===== src/rtl/mdu_pkg.sv =====
`default_nettype none
// ============================================================================
// mdu_pkg : opcodes and FSM encoding shared by the multiply/divide unit
// Rev 1.0
// ============================================================================
package mdu_pkg;

  localparam logic [2:0] MD_MULT  = 3'b000;
  localparam logic [2:0] MD_MULTU = 3'b001;
  localparam logic [2:0] MD_DIV   = 3'b010;
  localparam logic [2:0] MD_DIVU  = 3'b011;
  localparam logic [2:0] MD_MTHI  = 3'b100;
  localparam logic [2:0] MD_MTLO  = 3'b101;

  typedef enum logic [1:0] {
    S_IDLE = 2'd0,
    S_MUL  = 2'd1,
    S_DIV  = 2'd2,
    S_FIX  = 2'd3
  } state_t;

endpackage
`default_nettype wire


===== src/rtl/mdu_div_core.sv =====
`default_nettype none
// ============================================================================
// mdu_div_core : unsigned restoring divider, one quotient bit per cycle
// Rev 1.0
// ============================================================================
module mdu_div_core #(
  parameter int WIDTH = 32
) (
  input  logic             clk,
  input  logic             reset_n,
  input  logic             load,
  input  logic [WIDTH-1:0] dividend,
  input  logic [WIDTH-1:0] divisor,
  output logic [WIDTH-1:0] quotient,
  output logic [WIDTH-1:0] remainder
);

  logic [WIDTH-1:0] rem_q, rem_d;
  logic [WIDTH-1:0] quo_q, quo_d;
  logic [WIDTH-1:0] dvs_q, dvs_d;
  logic [WIDTH:0]   trial;

  // quo_q starts as the dividend and is shifted out MSB-first as quotient bits enter
  always_comb begin
    rem_d = rem_q;
    quo_d = quo_q;
    dvs_d = dvs_q;
    trial = {rem_q, quo_q[WIDTH-1]};
    if (load) begin
      rem_d = '0;
      quo_d = dividend;
      dvs_d = divisor;
    end else if (trial >= {1'b0, dvs_q}) begin
      rem_d = WIDTH'(trial - {1'b0, dvs_q});
      quo_d = {quo_q[WIDTH-2:0], 1'b1};
    end else begin
      rem_d = trial[WIDTH-1:0];
      quo_d = {quo_q[WIDTH-2:0], 1'b0};
    end
  end

  always_ff @(posedge clk or negedge reset_n) begin
    if (!reset_n) begin
      rem_q <= '0;
      quo_q <= '0;
      dvs_q <= '0;
    end else begin
      rem_q <= rem_d;
      quo_q <= quo_d;
      dvs_q <= dvs_d;
    end
  end

  assign quotient  = quo_q;
  assign remainder = rem_q;

endmodule
`default_nettype wire


===== src/rtl/mdu_iter.sv =====
`default_nettype none
// ============================================================================
// mdu_iter : multi-cycle MULT/MULTU/DIV/DIVU unit with HI/LO and MTHI/MTLO
// Rev 1.0
// ============================================================================
module mdu_iter
  import mdu_pkg::*;
#(
  parameter int WIDTH      = 32,
  parameter int MUL_CYCLES = 5
) (
  input  logic             clk,
  input  logic             reset_n,
  input  logic             start,
  input  logic [2:0]       op,
  input  logic [WIDTH-1:0] rs,
  input  logic [WIDTH-1:0] rt,
  output logic             busy,
  output logic             done,
  output logic [WIDTH-1:0] hi,
  output logic [WIDTH-1:0] lo
);

  localparam int CNT_MAX = (MUL_CYCLES > WIDTH) ? MUL_CYCLES : WIDTH;
  localparam int CNT_W   = $clog2(CNT_MAX);

  state_t               state_q, state_d;
  logic [CNT_W-1:0]     cnt_q, cnt_d;
  logic [2*WIDTH-1:0]   prod_q, prod_d;
  logic                 qneg_q, qneg_d;
  logic                 rneg_q, rneg_d;
  logic                 dz_q, dz_d;
  logic [WIDTH-1:0]     hi_q, hi_d;
  logic [WIDTH-1:0]     lo_q, lo_d;
  logic                 busy_q, busy_d;
  logic                 done_q, done_d;

  logic                 div_signed, rs_neg, rt_neg, div_load;
  logic [WIDTH-1:0]     rs_mag, rt_mag, quo, rem;
  logic [2*WIDTH-1:0]   a_ext, b_ext, prod_w;

  assign div_signed = (op == MD_DIV);
  assign rs_neg     = div_signed & rs[WIDTH-1];
  assign rt_neg     = div_signed & rt[WIDTH-1];
  assign rs_mag     = rs_neg ? -rs : rs;
  assign rt_mag     = rt_neg ? -rt : rt;
  assign div_load   = (state_q == S_IDLE) && start && (op == MD_DIV || op == MD_DIVU);

  // Truncated 2W-bit product of the extended operands is exact for both signednesses
  assign a_ext  = (op == MD_MULT) ? {{WIDTH{rs[WIDTH-1]}}, rs} : {{WIDTH{1'b0}}, rs};
  assign b_ext  = (op == MD_MULT) ? {{WIDTH{rt[WIDTH-1]}}, rt} : {{WIDTH{1'b0}}, rt};
  assign prod_w = a_ext * b_ext;

  mdu_div_core #(.WIDTH(WIDTH)) u_div (
    .clk       (clk),
    .reset_n   (reset_n),
    .load      (div_load),
    .dividend  (rs_mag),
    .divisor   (rt_mag),
    .quotient  (quo),
    .remainder (rem)
  );

  always_comb begin
    state_d = state_q;
    cnt_d   = cnt_q;
    prod_d  = prod_q;
    qneg_d  = qneg_q;
    rneg_d  = rneg_q;
    dz_d    = dz_q;
    hi_d    = hi_q;
    lo_d    = lo_q;
    busy_d  = busy_q;
    done_d  = 1'b0;
    case (state_q)
      S_IDLE: begin
        if (start) begin
          case (op)
            MD_MTHI: hi_d = rs;
            MD_MTLO: lo_d = rs;
            MD_MULT, MD_MULTU: begin
              prod_d  = prod_w;
              cnt_d   = CNT_W'(MUL_CYCLES - 1);
              busy_d  = 1'b1;
              state_d = S_MUL;
            end
            MD_DIV, MD_DIVU: begin
              qneg_d  = rs_neg ^ rt_neg;
              rneg_d  = rs_neg;
              dz_d    = (rt == '0);
              cnt_d   = CNT_W'(WIDTH - 1);
              busy_d  = 1'b1;
              state_d = S_DIV;
            end
            default: ;
          endcase
        end
      end
      S_MUL: begin
        if (cnt_q == '0) begin
          {hi_d, lo_d} = prod_q;
          busy_d  = 1'b0;
          done_d  = 1'b1;
          state_d = S_IDLE;
        end else begin
          cnt_d = cnt_q - 1'b1;
        end
      end
      S_DIV: begin
        if (cnt_q == '0) state_d = S_FIX;
        else             cnt_d   = cnt_q - 1'b1;
      end
      S_FIX: begin
        // Divide-by-zero quotient is forced to all-ones; the remainder path already yields rs
        lo_d    = dz_q ? '1 : (qneg_q ? -quo : quo);
        hi_d    = rneg_q ? -rem : rem;
        busy_d  = 1'b0;
        done_d  = 1'b1;
        state_d = S_IDLE;
      end
      default: state_d = S_IDLE;
    endcase
  end

  always_ff @(posedge clk or negedge reset_n) begin
    if (!reset_n) begin
      state_q <= S_IDLE;
      cnt_q   <= '0;
      prod_q  <= '0;
      qneg_q  <= 1'b0;
      rneg_q  <= 1'b0;
      dz_q    <= 1'b0;
      hi_q    <= '0;
      lo_q    <= '0;
      busy_q  <= 1'b0;
      done_q  <= 1'b0;
    end else begin
      state_q <= state_d;
      cnt_q   <= cnt_d;
      prod_q  <= prod_d;
      qneg_q  <= qneg_d;
      rneg_q  <= rneg_d;
      dz_q    <= dz_d;
      hi_q    <= hi_d;
      lo_q    <= lo_d;
      busy_q  <= busy_d;
      done_q  <= done_d;
    end
  end

  assign busy = busy_q;
  assign done = done_q;
  assign hi   = hi_q;
  assign lo   = lo_q;

endmodule
`default_nettype wire


===== config.mk =====
export PLATFORM = sky130hd
export DESIGN_NAME = mdu_iter
export DESIGN_NICKNAME = d
export VERILOG_FILES = /design/src/rtl/mdu_pkg.sv /design/src/rtl/mdu_div_core.sv /design/src/rtl/mdu_iter.sv
export SDC_FILE = /design/constraint.sdc
export NUM_CORES = 2
export LEC_CHECK = 0
export CAP_MARGIN = 20
export CELL_PAD_IN_SITES_DETAIL_PLACEMENT = 1
export CELL_PAD_IN_SITES_GLOBAL_PLACEMENT = 2
export CORE_MARGIN = 8
export CORE_UTILIZATION = 42
export DETAILED_ROUTE_END_ITERATION = 6
export PLACE_DENSITY = 0.82
export SKIP_LAST_GASP = 1
export SYNTH_ARGS = -nofsm -noshare
export SYNTH_HDL_FRONTEND = slang
export SYNTH_SLANG_ARGS = --single-unit

===== constraint.sdc =====
create_clock -name clk -period 4.3 [get_ports clk]
set_input_delay 0.43 -clock clk [delete_from_list [all_inputs] [get_ports clk]]
set_output_delay 0.43 -clock clk [all_outputs]
set_load 0.005 [all_outputs]

Word-level counts from Yosys, hierarchy flattened. Index checks and enable logic that the tools add are counted.

$add $sub $neg: 6. Order comparisons: 1. Reduce and logical (&&, ||, !) cells: 20. Mux-type cells: 34. Bitwise operators: 3. Multiply operators: 1. Equal/unequal tests: 16.

Operators with widths (number): 2-to-1 mux 32 bit (14); one-hot mux 32 bit (3 select lines) (2); 2-to-1 mux 64 bit (2); negation 32 bit (4); multiplier 64 x 64 -> 64 bit (1); >= comparator 33 x 32 -> 1 bit (1); logical NOT 32 bit (1); subtractor 32 bit (1); one-hot mux 5 bit (2 select lines) (2); AND reduction 4 bit (5); 2-to-1 mux 5 bit (2); inequality test 2 bit (second input constant) (5); one-hot mux 2 bit (4 select lines) (1); equality test 3 x 2 -> 1 bit (second input constant) (2); equality test 3 bit (second input constant) (2); 2-to-1 mux 2 bit (3); AND reduction 3 bit (2); OR reduction 2 bit (3); logical NOT 5 bit (1); 2-to-1 mux 1 bit (5); subtractor 5 x 1 -> 5 bit (second input constant) (1); equality test 2 bit (second input constant) (2); inequality test 2 x 1 -> 1 bit (second input constant) (2); one-hot mux 2 bit (2 select lines) (1); 14 further kinds (16).

Word-level logic and storage cells: 94. Output and inout bits: 66. Input bits: 70. Bits in registers: 236.

Longest topological paths before layout.
Word-level depth: 5. Gate-level depth with buffers: 37. Mapped depth without buffers: 34.

Hierarchy. A second synthesis with hierarchy kept.

Cell total of the unflattened synthesis: 6734. Area total of the unflattened synthesis: 61734.2 µm².

By module, submodules not included: mdu_iter (cells an instance 6155, area an instance 56158.9 µm², instances 1, sequential area each 3503.4 µm²); mdu_div_core (cells an instance 579, area an instance 5575.3 µm², instances 1, sequential area each 2402.3 µm²).

Worst setup path after synthesis. OpenSTA, ideal clock, no wires.

Kind: input to register. Start: input port op[2]. End: register prod_q[63]. Data arrival time: 9.380 ns. Data required time: 4.167 ns. Buffers on the path: 2. Setup time: 0.133 ns. Stages on the path: 30. Path slack: -5.213 ns. Path through: nor3_1 -> and2_1 -> clkbuf_1 -> clkbuf_1 -> nand2_1 -> fa_1 -> inv_1 -> fa_1 -> fa_1 -> inv_1 -> fa_1 -> fa_1 -> fa_1 -> inv_1 -> fa_1 -> inv_1 -> fa_1 -> fa_1 -> fa_1 -> inv_1 -> ha_1 -> a21o_1 -> a21o_1 -> a21o_1 -> nand3_1 -> a31oi_1 -> a2111oi_0 -> a21oi_1 -> xnor2_1 -> o21ai_1.

Word-level cells in the longest chain between the ends: 3. Elaborated cells on any way between the ends: 7. Those cells by class: mul: 1; eq/ne: 1; mux: 2; reduce/logical: 3.

Ends and longest elaborated chain: start, declared (RTL line mdu_iter.sv:15) `input logic [2:0] op,`; logical NOT 3 bit or equality test 3 x 1 -> 1 bit (tied branches) (RTL line mdu_iter.sv:50, mdu_iter.sv:51, mdu_iter.sv:78); 2-to-1 mux 64 bit, or another cell as far along (RTL line mdu_iter.sv:50) `assign a_ext = (op == MD_MULT) ? {{WIDTH{rs[WIDTH-1]}}, rs} : {{WIDTH{1'b0}}, rs};`; multiplier 64 x 64 -> 64 bit or AND reduction 3 bit (tied branches); end signal, assigned (RTL line mdu_iter.sv:140) `prod_q <= prod_d;`; end, declared (RTL line mdu_iter.sv:29) `logic [2*WIDTH-1:0] prod_q, prod_d;`.

Parallel ways exist; a longest one is shown, timed or not. A chain may end at the register's enable or synchronous reset.

Worst setup path after layout.
Start: input port op[1]. End: register prod_q[61].

Same word-level chain as after synthesis.

==> results.sh <==
export IMPL_drive_above_1_share_pct=21.7
export IMPL_core_rowCount=140
export IMPL_min_period_over_period_pct=198
export IMPL_vias=50100
export IMPL_gp_congestion=0.935
export IMPL_die_area_sq_um=158000
export IMPL_htree_levels=1
export IMPL_start_util_pct=42.1
export IMPL_min_from="rt[1]"
export IMPL_critPathMostFrequentCell="fa_1"
export IMPL_grt_pass1_wl_mm=371
export IMPL_clockBufferDepth=3
export IMPL_status="finished with violations"
export IMPL_cts_tree="built"
export IMPL_min_path_type="in2reg"
export IMPL_antenna_found_initial=17
export IMPL_grt_pass1_vias=56600
export IMPL_setup_viol=58
export IMPL_fmax_mhz=117
export IMPL_clock_sinks=236
export IMPL_fp_coreArea_sq_um=145000
export IMPL_hold_ws_ns=0.375
export IMPL_first_iter_violations=3407
export IMPL_finalCriticalPeriod_ns=8.53
export IMPL_dieWidth_microns=397
export IMPL_synth_edf_count=0
export IMPL_synth_nets=8513
export IMPL_grt_max_degree=87
export IMPL_async_flop_share_pct=100
export IMPL_finClkSkew_ns=0.0269
export IMPL_startpoint_type="primary input"
export IMPL_synth_top_area_share_pct=46.5
export IMPL_cp_end_kind="register"
export IMPL_crit_family="adder cells"
export IMPL_postLayoutCoreUtil_pct=53.0
export IMPL_clk_pin_slew_ns=0.07
export IMPL_max_stage_delay_ns=0.57
export IMPL_firstDrtPassIters=5
export IMPL_setup_slack_ns=-4.23
export IMPL_dp_slack_ns=-5.58
export IMPL_num_nets_final=9327
export IMPL_grt_overflow=0
export IMPL_postRouteWirelength_mm=250
export IMPL_r2r_start="u_div.remainder[6]$_DFF_PN0_"
export IMPL_yosysUniqueCellTypes=67
export IMPL_critical_path_buf_inv_count=12
export IMPL_wl_per_cell_microns=26.5
export IMPL_cts_root_buf="clkbuf_16"
export IMPL_slowest_stage="fa_2"
export IMPL_worstSetupPathType="in2reg"
export IMPL_die_h_microns=397
export IMPL_critPathMaxFanout=4
export IMPL_insertion_delay_ns=0.58
export IMPL_yosys_area_top_type="fa_1"
export IMPL_dp_hpwl_mm=204
export IMPL_synth_cells=6669
export IMPL_ys_seq_elements=236
export IMPL_syn_avg_cell_area_sq_um=9.16
export IMPL_worst_endpoint_arrival_ns=9.00
export IMPL_ys_warn_count=0
export IMPL_cts_made_buffers=23
export IMPL_violations="setup timing"
export IMPL_cp_data_required_time_ns=4.76
export IMPL_final_cells=9420
export IMPL_placed_cells=9216
export IMPL_rsz0062_at_grt="yes"
export IMPL_final_antenna_net_count=0
export IMPL_syn_to_final_growth_pct=25.7
export IMPL_slew_limit_headroom_pct=31.1
export IMPL_synth_area_sq_um=61100
export IMPL_io_buffers=135
export IMPL_grtUsageTotal_pct=31.5
export IMPL_cap_violations=0
export IMPL_ys_seq_area_share_pct=9.66
export IMPL_yosys_top_cells_area="fa_1, dfrtp_1, inv_1, ha_1, nand2_1"
export IMPL_critPathLaunch="op[1]"
export IMPL_tightest_slew_ns=1.03
export IMPL_vias_per_cell=5.32
export IMPL_hold_viol_final=0
export IMPL_drc=0
export IMPL_drv_slew=0
export IMPL_num_io_pins=136
export IMPL_yosys_most_used_dff="dfrtp_1"
[metal layers]
metal  share of wire (%)  vias up  GRT usage [%]
li1                    -    21400              -
met1                  42    26600           43.6
met2                  46     1647           51.3
met3                 7.9      371           4.88
met4                 3.9        2           9.12
met5              0.0044        -              0
[worst paths after layout]
path / slack [ns] / depth (start not counted) / to
setup / recovery: -4.23 / 35 / prod_q[61]$_DFFE_PN0P_
hold / removal: 0.37 / 4 / u_div.dvs_q[1]$_DFFE_PN0P_
setup reg to reg: 0.81 / 9 / hi[30]$_DFFE_PN0P_
hold reg to reg: 0.48 / 2 / u_div.dvs_q[4]$_DFFE_PN0P_
max in group asynchronous: 2.82 / 3 / hi[28]$_DFFE_PN0P_
min in group asynchronous: 0.46 / 2 / prod_q[9]$_DFFE_PN0P_
[cells in the mapped netlist, drive strengths merged, types with 5 or more instances]
cell	instances
inv	1537
fa	1419
nand2	921
and2	411
ha	355
clkbuf	314
o21ai	251
dfrtp	236
nor2	201
xnor2	189
a21oi	133
xor2	76
a31oi	75
a22oi	63
buf	57
a21o	43
o31ai	36
and3	32
nor3	29
mux2i	26
nand3	25
or3	25
nand2b	24
o21bai	21
nand4	19
a211oi	16
or4	16
o41ai	12
nor2b	10
o21a	10
mux2	7
nor4	7
or2	7
a21boi	6
nor3b	6
o211ai	6
a2111oi	5
a31o	5
nand3b	5
[worst min-delay path, cell delays in order]
cell and delay (ns):
buf_4 0.14, buf_6 0.17, nand2_1 0.09, a31oi_1 0.08
[cells by family after synthesis]
family | after synthesis | synth area share (%)
flip-flops | 236 | 9.66
multiplexers | 33 | 0.555
AO/OA/AOI/OAI | 706 | 7.13
AND/OR/NAND/NOR | 1747 | 13.4
adder cells (fa/ha/maj) | 1774 | 53.7
buffers and inverters | 1908 | 11.7
XOR/XNOR | 265 | 3.80
[sequential cells by signal, indices dropped and copies added (netlist names), 2 cells and up]
name,cells
u_div.quotient,32
lo,32
prod_q,64
state_q,2
hi,32
u_div.dvs_q,32
cnt_q,5
u_div.remainder,32
[final cells by class]
| class | instances | area [sq um] |
|---|---|---|
| Antenna cell | 4 | 10.0 |
| Timing Repair Buffer | 1160 | 11500 |
| Sequential cell | 236 | 5910 |
| Fill cell | 16200 | 68200 |
| Multi-Input combinational cell | 4525 | 50400 |
| Clock inverter | 13 | 189 |
| Tap cell | 1917 | 2400 |
| Clock buffer | 28 | 624 |
| Inverter | 1537 | 5770 |
[layout by cell type (no fill, tap or decap), drive strengths merged, types with 74 or more instances in the layout]
master	n
xnor2	189
dfrtp	236
nand2	921
and2	411
ha	355
xor2	76
inv	1538
clkdlybuf4s50	74
buf	1063
a31oi	75
a21oi	133
nor2	201
fa	1419
o21ai	251
[metrics by stage]
stage | area (sq um) | setup TNS [ns]
5_1_grt | 76800 | -196.10
2_1_floorplan | 63200 | -169.56
3_3_place_gp | 71900 | -238.01
3_5_place_dp | 71900 | -244.35
4_1_cts | 75600 | -185.34
6_report | 76800 | -185.18
[repair_timing]
| action | CTS | global route |
|---|---|---|
| cloned | 17 | 3 |
| hold endpoints to repair | 80 | 0 |
| setup buffers | 114 | 51 |
| pin swaps | 232 | 238 |
| endpoints found under the setup margin | 58 | 58 |
| hold buffers | 1 | 0 |
| gates resized for setup | 471 | 229 |
Power is not shown: default switching activity piles up to over one toggle a cycle in this logic, so the estimate is an artifact.
